==> src/rtl/stopwatch_pkg.sv <==
// Shared types and constants for the stopwatch display path: mode encoding,
// display FSM states, seven-segment patterns and the BCD add-3 helper.
package stopwatch_pkg;

  typedef enum logic [2:0] {
    IDLE    = 3'b100,
    RUNNING = 3'b001,
    CLEAR   = 3'b010
  } state_t;

  typedef enum logic [1:0] {
    S_WAIT  = 2'd0,
    S_SHIFT = 2'd1,
    S_DONE  = 2'd2
  } disp_state_t;

  localparam logic [7:0] SEG_BLANK = 8'h00;

  // Bit order {dp,g,f,e,d,c,b,a}; dp is never lit.
  localparam logic [7:0] SEG_DIGIT [0:9] = '{
    8'h3F, 8'h06, 8'h5B, 8'h4F, 8'h66, 8'h6D, 8'h7D, 8'h07, 8'h7F, 8'h6F
  };

  function automatic logic [7:0] bcd_adjust(input logic [7:0] bcd);
    logic [7:0] r;
    r[3:0] = (bcd[3:0] >= 4'd5) ? bcd[3:0] + 4'd3 : bcd[3:0];
    r[7:4] = (bcd[7:4] >= 4'd5) ? bcd[7:4] + 4'd3 : bcd[7:4];
    return r;
  endfunction

endpackage

==> src/rtl/seg7_decode.sv <==
// Combinational BCD digit to seven-segment pattern; non-decimal codes go blank.
module seg7_decode
  import stopwatch_pkg::*;
(
  input  logic [3:0] bcd_i,
  output logic [7:0] seg_o
);

  always_comb begin
    seg_o = SEG_BLANK;
    for (int d = 0; d < 10; d++) begin
      if (bcd_i == 4'(d)) seg_o = SEG_DIGIT[d];
    end
  end

endmodule

==> src/rtl/stopwatch_display.sv <==
// Stopwatch display: serial binary-to-BCD conversion, two-digit seven-segment
// output and registered mode LEDs. Optional IDLE blinking with STOPWATCH_DISPLAY_BLINK_EN.
module stopwatch_display
  import stopwatch_pkg::*;
#(
  parameter int TIME_W     = 5,
  parameter int BLINK_HALF = 50
) (
  input  logic              clk,
  input  logic              nRst_i,
  input  logic [2:0]        mode_i,
  input  logic [TIME_W-1:0] time_i,
  output logic [7:0]        ss1_o,
  output logic [7:0]        ss0_o,
  output logic              red_o,
  output logic              green_o,
  output logic              blue_o,
  output logic              busy_o
);

  localparam int CNT_W = $clog2(TIME_W + 1);

  if (TIME_W > 6 || TIME_W < 1 || BLINK_HALF < 2) begin : g_param_check
    $error("stopwatch_display: TIME_W must be 1..6 and BLINK_HALF at least 2");
  end

  disp_state_t       state_q, state_d;
  logic [TIME_W-1:0] shreg_q, shreg_d;
  logic [TIME_W-1:0] last_q, last_d;
  logic [7:0]        bcd_q, bcd_d;
  logic [CNT_W-1:0]  cnt_q, cnt_d;
  logic              pend_q, pend_d;
  logic              busy_q, busy_d;
  logic [7:0]        seg1_q, seg1_d;
  logic [7:0]        seg0_q, seg0_d;
  logic [7:0]        tens_seg, ones_seg;
  logic              red_q, green_q, blue_q, bad_q;
  logic              blink_blank;

  seg7_decode u_tens (.bcd_i(bcd_q[7:4]), .seg_o(tens_seg));
  seg7_decode u_ones (.bcd_i(bcd_q[3:0]), .seg_o(ones_seg));

  always_comb begin
    state_d = state_q;
    shreg_d = shreg_q;
    last_d  = last_q;
    bcd_d   = bcd_q;
    cnt_d   = cnt_q;
    pend_d  = pend_q;
    busy_d  = busy_q;
    seg1_d  = seg1_q;
    seg0_d  = seg0_q;
    case (state_q)
      S_WAIT: begin
        if (time_i != last_q || pend_q) begin
          shreg_d = time_i;
          last_d  = time_i;
          bcd_d   = 8'h00;
          cnt_d   = '0;
          pend_d  = 1'b0;
          busy_d  = 1'b1;
          state_d = S_SHIFT;
        end
      end
      S_SHIFT: begin
        {bcd_d, shreg_d} = {bcd_adjust(bcd_q), shreg_q} << 1;
        cnt_d = cnt_q + 1'b1;
        if (cnt_q == CNT_W'(TIME_W - 1)) state_d = S_DONE;
        if (time_i != last_q) pend_d = 1'b1;
      end
      S_DONE: begin
        // Both digits update on the same edge so no half-converted value is shown.
        seg1_d  = (bcd_q[7:4] == 4'd0) ? SEG_BLANK : tens_seg;
        seg0_d  = ones_seg;
        busy_d  = 1'b0;
        state_d = S_WAIT;
        if (time_i != last_q) pend_d = 1'b1;
      end
      default: state_d = S_WAIT;
    endcase
  end

  always_ff @(posedge clk) begin
    if (!nRst_i) begin
      state_q <= S_WAIT;
      shreg_q <= '0;
      last_q  <= '0;
      bcd_q   <= 8'h00;
      cnt_q   <= '0;
      pend_q  <= 1'b0;
      busy_q  <= 1'b0;
      seg1_q  <= SEG_BLANK;
      seg0_q  <= SEG_DIGIT[0];
    end else begin
      state_q <= state_d;
      shreg_q <= shreg_d;
      last_q  <= last_d;
      bcd_q   <= bcd_d;
      cnt_q   <= cnt_d;
      pend_q  <= pend_d;
      busy_q  <= busy_d;
      seg1_q  <= seg1_d;
      seg0_q  <= seg0_d;
    end
  end

  // Unknown mode encodings darken everything while the conversion keeps running.
  always_ff @(posedge clk) begin
    if (!nRst_i) begin
      red_q   <= 1'b0;
      green_q <= 1'b0;
      blue_q  <= 1'b0;
      bad_q   <= 1'b0;
    end else begin
      red_q   <= (mode_i == CLEAR);
      green_q <= (mode_i == RUNNING);
      blue_q  <= (mode_i == IDLE);
      bad_q   <= !(mode_i == CLEAR || mode_i == RUNNING || mode_i == IDLE);
    end
  end

`ifdef STOPWATCH_DISPLAY_BLINK_EN
  localparam int BLINK_W = $clog2(BLINK_HALF);

  logic [BLINK_W-1:0] blink_q;
  logic               vis_q;

  always_ff @(posedge clk) begin
    if (!nRst_i || !blue_q) begin
      blink_q <= '0;
      vis_q   <= 1'b1;
    end else if (blink_q == BLINK_W'(BLINK_HALF - 1)) begin
      blink_q <= '0;
      vis_q   <= ~vis_q;
    end else begin
      blink_q <= blink_q + 1'b1;
    end
  end

  // Gated by blue_q so the digits reappear on the very edge IDLE is left.
  assign blink_blank = blue_q & ~vis_q;
`else
  assign blink_blank = 1'b0;
`endif

  assign ss1_o   = (bad_q || blink_blank) ? SEG_BLANK : seg1_q;
  assign ss0_o   = (bad_q || blink_blank) ? SEG_BLANK : seg0_q;
  assign red_o   = red_q;
  assign green_o = green_q;
  assign blue_o  = blue_q;
  assign busy_o  = busy_q;

endmodule

==> config.mk <==
export PLATFORM = sky130hd
export DESIGN_NAME = stopwatch_display
export DESIGN_NICKNAME = d
export VERILOG_FILES = /design/src/rtl/stopwatch_pkg.sv /design/src/rtl/seg7_decode.sv /design/src/rtl/stopwatch_display.sv
export SDC_FILE = /design/constraint.sdc
export NUM_CORES = 1
export LEC_CHECK = 0
export CAP_MARGIN = 40
export CORE_MARGIN = 2
export CORE_UTILIZATION = 42
export CTS_CLUSTER_SIZE = 12
export DETAILED_ROUTE_END_ITERATION = 8
export DONT_BUFFER_PORTS = 1
export PLACE_DENSITY = 0.68
export REMOVE_ABC_BUFFERS = 1
export SLEW_MARGIN = 20
export SYNTH_ARGS = -nofsm -noshare
export SYNTH_HDL_FRONTEND = slang
export SYNTH_SLANG_ARGS = --single-unit
==> constraint.sdc <==
create_clock -name clk -period 1.94 [get_ports clk]
set_input_delay 0.291 -clock clk [delete_from_list [all_inputs] [get_ports clk]]
set_output_delay 0.291 -clock clk [all_outputs]
set_load 0.01 [all_outputs]
---- Word-level counts from Yosys, hierarchy flattened ----
Cells that the tools add are included.
cells by class
  add/subtract/negate cells ............... 3
  magnitude comparators ................... 2
  equality and inequality tests ........... 28
  muxes and demuxes ....................... 38
  reductions and logical operators ........ 16
operator list
  cell                                                                   number
  7-bit 2-to-1 mux                                                       16
  4-bit by 3-bit == test with 1-bit output, second input constant        8
  8-bit 2-to-1 mux                                                       4
  4-bit by 2-bit == test with 1-bit output, second input constant        4
  4-bit == test, second input constant                                   4
  8-bit one-hot mux with 2 select lines                                  1
  6-bit 2-to-1 mux                                                       2
  5-bit one-hot mux with 2 select lines                                  1
  3-bit 2-to-1 mux                                                       3
  4-bit by 1-bit == test with 1-bit output, second input constant        2
  4-bit by 3-bit >= comparator with 1-bit output, second input constant  2
  4-bit logical NOT                                                      2
  2-bit AND reduction                                                    4
  3-bit == test, second input constant                                   2
  3-bit one-hot mux with 2 select lines                                  1
  2-bit nonzero test                                                     3
  5-bit 2-to-1 mux                                                       1
  5-bit inequality test                                                  1
  4-bit by 2-bit adder with 4-bit output, second input constant          1
  2-bit 2-to-1 mux                                                       2
  4-bit 2-to-1 mux                                                       1
  2-bit inequality test, second input constant                           2
  1-bit one-hot mux with 2 select lines                                  2
  2-bit one-hot mux with 2 select lines                                  1
  13 further kinds                                                       17
storage, ports and cells
  register bits ........................... 45
  input port bits ......................... 10
  output and inout bits ................... 20

---- Depth between registers and ports, before layout ----
  word-level depth ........................ 11
  depth in mapped cells ................... 8

---- By module ----
Synthesis repeated with hierarchy kept, for this count alone.
second synthesis, totals
  cell total of the unflattened synthesis .. 266
  area total of the unflattened synthesis .. 2491.1 um^2
by module, submodules not included
  module             times used  cells each  area an instance (um^2)  seq. area each (um^2)
  stopwatch_display  1           220         2123.3                   900.9
  seg7_decode        2           23          183.9                    0.0

---- Least setup slack after synthesis ----
No wires, ideal clock.
  kind .................................... register -> register
  start ................................... reg state_q[0]
  end ..................................... reg cnt_q[0]
  library setup time ...................... 75 ps
  arrival time ............................ 1559 ps
  required time ........................... 1865 ps
  slack ................................... 306 ps
  cell stages (with the launch flop) ...... 9
  path buffers ............................ 3
  clock period less this slack ............ 1634 ps
  path through ............................ dfxtp_1 > inv_1 > ha_1 > buf_2 > and3_1 > buf_6 > or3_1 > buf_6 > o22ai_2
on the way
  cells in the longest elaborated chain, start to end .. 3
ends and longest elaborated chain
  item                                                                           line                     text
  from (decl)                                                                    stopwatch_display.sv:27  disp_state_t state_q, state_d;
  from (signal assigned)                                                         stopwatch_display.sv:95  state_q <= state_d;
  2-bit by 1-bit == test with 1-bit output or 2-bit logical NOT (tied branches)  stopwatch_display.sv:53  case (state_q)
  2-bit nonzero test (no source line) or 2-bit inequality test (tied branches)   --
  2-bit AND reduction (no source line)                                           --
  to (signal assigned)                                                           stopwatch_display.sv:99  cnt_q <= cnt_d;
  to (decl)                                                                      stopwatch_display.sv:31  logic [CNT_W-1:0] cnt_q, cnt_d;
Several ways; a longest one is shown, not always the timed one.
A chain may end at the register's enable or synchronous reset.

---- Worst setup path in the final report ----
  start ................................... reg bcd_q[1]
  end ..................................... reg seg0_q[6]
on the way
  cells in the longest elaborated chain, start to end .. 9
ends and longest elaborated chain
  item                                      line                      text
  from (decl)                               stopwatch_display.sv:30   logic [7:0] bcd_q, bcd_d;
  from (signal assigned)                    stopwatch_display.sv:88   bcd_q <= 8'h00;
  from (signal assigned)                    stopwatch_display.sv:98   bcd_q <= bcd_d;
  4-bit by 2-bit == test with 1-bit output  seg7_decode.sv:12         if (bcd_i == 4'(d)) seg_o = SEG_DIGIT[d];
  7-bit 2-to-1 mux (7 in a row)             seg7_decode.sv:12
  7-bit 2-to-1 mux (*)                      seg7_decode.sv:12
  to (signal assigned)                      stopwatch_display.sv:93   seg0_q <= SEG_DIGIT[0];
  to (signal assigned)                      stopwatch_display.sv:103  seg0_q <= seg0_d;
  to (decl)                                 stopwatch_display.sv:35   logic [7:0] seg0_q, seg0_d;
Mark *: on every way between the ends. The rest lies on a longest branch, timed or not.

==> flow_metrics.env <==
export IMPL_rows=27
export IMPL_critPathKind="flop to flop"
export IMPL_via_per_inst=5.40
export IMPL_io_buffer_count=0
export IMPL_antenna_found_initial=0
export IMPL_dp_hpwl_um=3250
export IMPL_setup_viol=0
export IMPL_skew_ns=0.00924
export IMPL_finalWirelength_um=4650
export IMPL_ctsHoldBuffers=0
export IMPL_syn_area_mm2=0.00243
export IMPL_crit_path_frequent_cell="nor3_1"
export IMPL_tightest_slew_ns=0.540
export IMPL_max_slew_margin_rel=0.639
export IMPL_vias=1955
export IMPL_area_growth_pct=5.91
export IMPL_placed_cell_area_mm2=0.00247
export IMPL_worst_hold_startpoint="nRst_i"
export IMPL_cts_buffers=5
export IMPL_fmaxAchievable_mhz=581
export IMPL_startpoint="bcd_q[1]"
export IMPL_synthTopCellsByCount="dfxtp_1, nor2_1, nand2_1"
export IMPL_ir_worst_vdd_mv=0.714
export IMPL_clk_transition_reported_paths_ns=0.09
export IMPL_startpoint_type="flop"
export IMPL_synth_ff_type="dfxtp_1"
export IMPL_grt_max_degree=29
export IMPL_cts_sinks=43
export IMPL_core_area_mm2=0.00554
export IMPL_synth_enable_flop_cells=0
export IMPL_h_tree_depth=2
export IMPL_hold_ws_ns=0.0575
export IMPL_drive_above_1_share=0.0655
export IMPL_synth_avg_cell_area_um2=8.17
export IMPL_fin_cells=362
export IMPL_crit_path_max_fanout=7
export IMPL_crit_path_end_kind="flop"
export IMPL_ys_seq_area_frac=0.354
export IMPL_remaining_drc_errors=0
export IMPL_maxSlewViolCount=0
export IMPL_finalInstanceArea_mm2=0.00258
export IMPL_dp_cells=354
export IMPL_diodes=0
export IMPL_finalCritPeriodShare=0.887
export IMPL_yosysWarningCount=0
export IMPL_ys_ff_latch=43
export IMPL_tns_ns=0
export IMPL_cts_tree="done"
export IMPL_clk_latency_ns=0.29
export IMPL_dr_pass1_iters=4
export IMPL_synthCells=298
export IMPL_grt_pass1_vias=1823
export IMPL_n_fill_cell=549
export IMPL_dieWidth_um=80.1
export IMPL_critical_path_slowest_cell="dfxtp_1"
export IMPL_ios=30
export IMPL_power_density_mw_per_mm2=1110
export IMPL_drt_initial_drc_count=113
export IMPL_synthArstFlopShare=0
export IMPL_finalNetCount=314
export IMPL_initial_utilization=0.439
export IMPL_cap_violations=0
export IMPL_grt_pass1_wl_um=8090
export IMPL_crit_path_cell_trace="inv_1 > ha_1 > or2_2 > a21oi_1 > nor3_1 > nor3b_1 > nor3_1"
export IMPL_dieArea_mm2=0.00642
export IMPL_cts_resized_gates=0
export IMPL_yosysMostFrequentCell="dfxtp_1"
export IMPL_synth_top_area_frac=0.354
export IMPL_rsz0062_at_grt="false"
export IMPL_yosysTopAreaCell="dfxtp_1"
export IMPL_gr_usage_all_layers=0.155
export IMPL_yosysUniqueCellTypes=46
export IMPL_fin_crit_ns=1.72
export IMPL_ant_nets=0
export IMPL_clk_path_buf_depth=2
export IMPL_place_gp_congestion=0.833
export IMPL_cts_setup_buffers=0
export IMPL_cts_root_buf="clkbuf_8"
export IMPL_outcome="complete, no violations"
export IMPL_hp_class="primary input to flop"
export IMPL_synthTopCellsByArea="dfxtp_1, ha_1, nor2b_1"
export IMPL_worst_path_largest_cell_delay_ns=0.39
export IMPL_grt_overflow=0
export IMPL_required_ns=2.11
export IMPL_regToRegStartpoint="bcd_q[1]"
export IMPL_hold_viol=0
export IMPL_crit_arrival_ns=1.90
export IMPL_wl_per_cell_um=12.8
export IMPL_leakage_nw=1.03
export IMPL_fp_dieH_um=80.1
-- state kept, by name, indices dropped and copies added (netlist names) --
name	count
seg0_q	7
blue_o	1
shreg_q	5
state_q	2
cnt_q	3
red_o	1
last_q	5
green_o	1
busy_o	1
seg1_q	7
bad_q	1
pend_q	1
bcd_q	8
-- layout make-up --
cell class / count / area (µm²) / share of cell area
multi-input combinational: 216 / 1400 / 0.544
sequential: 43 / 861 / 0.334
tap: 72 / 90.1 / 0.0349
clock buffer: 5 / 68.8 / 0.0267
inverter: 16 / 60.1 / 0.0233
timing repair buffer: 7 / 52.6 / 0.0204
clock inverter: 3 / 43.8 / 0.0170
-- power by group --
| part | internal (W) | total (W) | switching [W] |
|---|---|---|---|
| Clock | 0.000383 | 0.000695 | 0.000311 |
| Sequential | 0.00106 | 0.00116 | 0.000105 |
| Combinational | 0.000431 | 0.000994 | 0.000563 |
| Total | 0.00187 | 0.00285 | 0.000980 |
-- routing by layer --
layer,GRT usage,wire (µm),vias up
li1,-,-,1016
met3,0.0404,170,6
met1,0.205,2370,901
met2,0.251,2070,32
met5,0,0,-
met4,0.0373,40,0
-- worst paths after layout --
path	end	slack [ns]	depth (start not counted)
hold reg to reg	seg1_q[0]	0.47	2
hold / removal	seg0_q[0]	0.06	1
setup reg to reg	seg0_q[6]	0.22	7
setup / recovery	seg0_q[6]	0.22	7
-- placed cells by master, fill, tap and decap left out, types with 2 or more instances in the layout --
master / n
a31oi_1: 5
conb_1: 2
ha_1: 15
nor3_1: 7
nand4_1: 3
clkbuf_8: 5
nor2b_1: 17
nor4b_1: 3
o22ai_1: 6
o21a_1: 2
buf_4: 7
nand2b_1: 12
nand2_1: 23
nand3_1: 7
o31a_1: 2
o31ai_1: 3
o2111ai_1: 3
nor2_1: 25
xor2_1: 6
o211a_1: 2
xnor2_1: 2
o21ai_0: 15
o221ai_1: 2
dfxtp_1: 43
or3_1: 2
mux2i_1: 8
inv_1: 15
nand4b_1: 2
o32ai_1: 4
a21o_1: 2
a21oi_1: 17
a211oi_1: 7
o21bai_1: 2
-- metrics by stage --
step,setup WS (ns),util,power [W]
6_report,0.220,0.465,0.00285
4_1_cts,0.226,0.465,0.00288
3_3_place_gp,0.295,0.445,0.00216
3_5_place_dp,0.250,0.445,0.00217
2_1_floorplan,-0.213,-,0.00192
5_1_grt,0.0458,0.465,0.00308
-- worst max-delay path, delay by kind of cell, from the launching register on --
kind | cells | cell delay, ns
AOI/OAI and AO/OA | 1 | 0.15
and+or+nand+nor | 4 | 0.68
buffers and inverters | 1 | 0.11
DFF | 1 | 0.39
adders and majority gates | 1 | 0.26
-- cells by family after synthesis --
group / synth area share
buf+inv: 0.0719
simple gates: 0.227
other cells: 0.00154
fa+ha+maj: 0.0771
mux: 0.0375
flops: 0.354
xor+xnor: 0.0288
compound gates: 0.202
(Power assumes the default switching activity.)
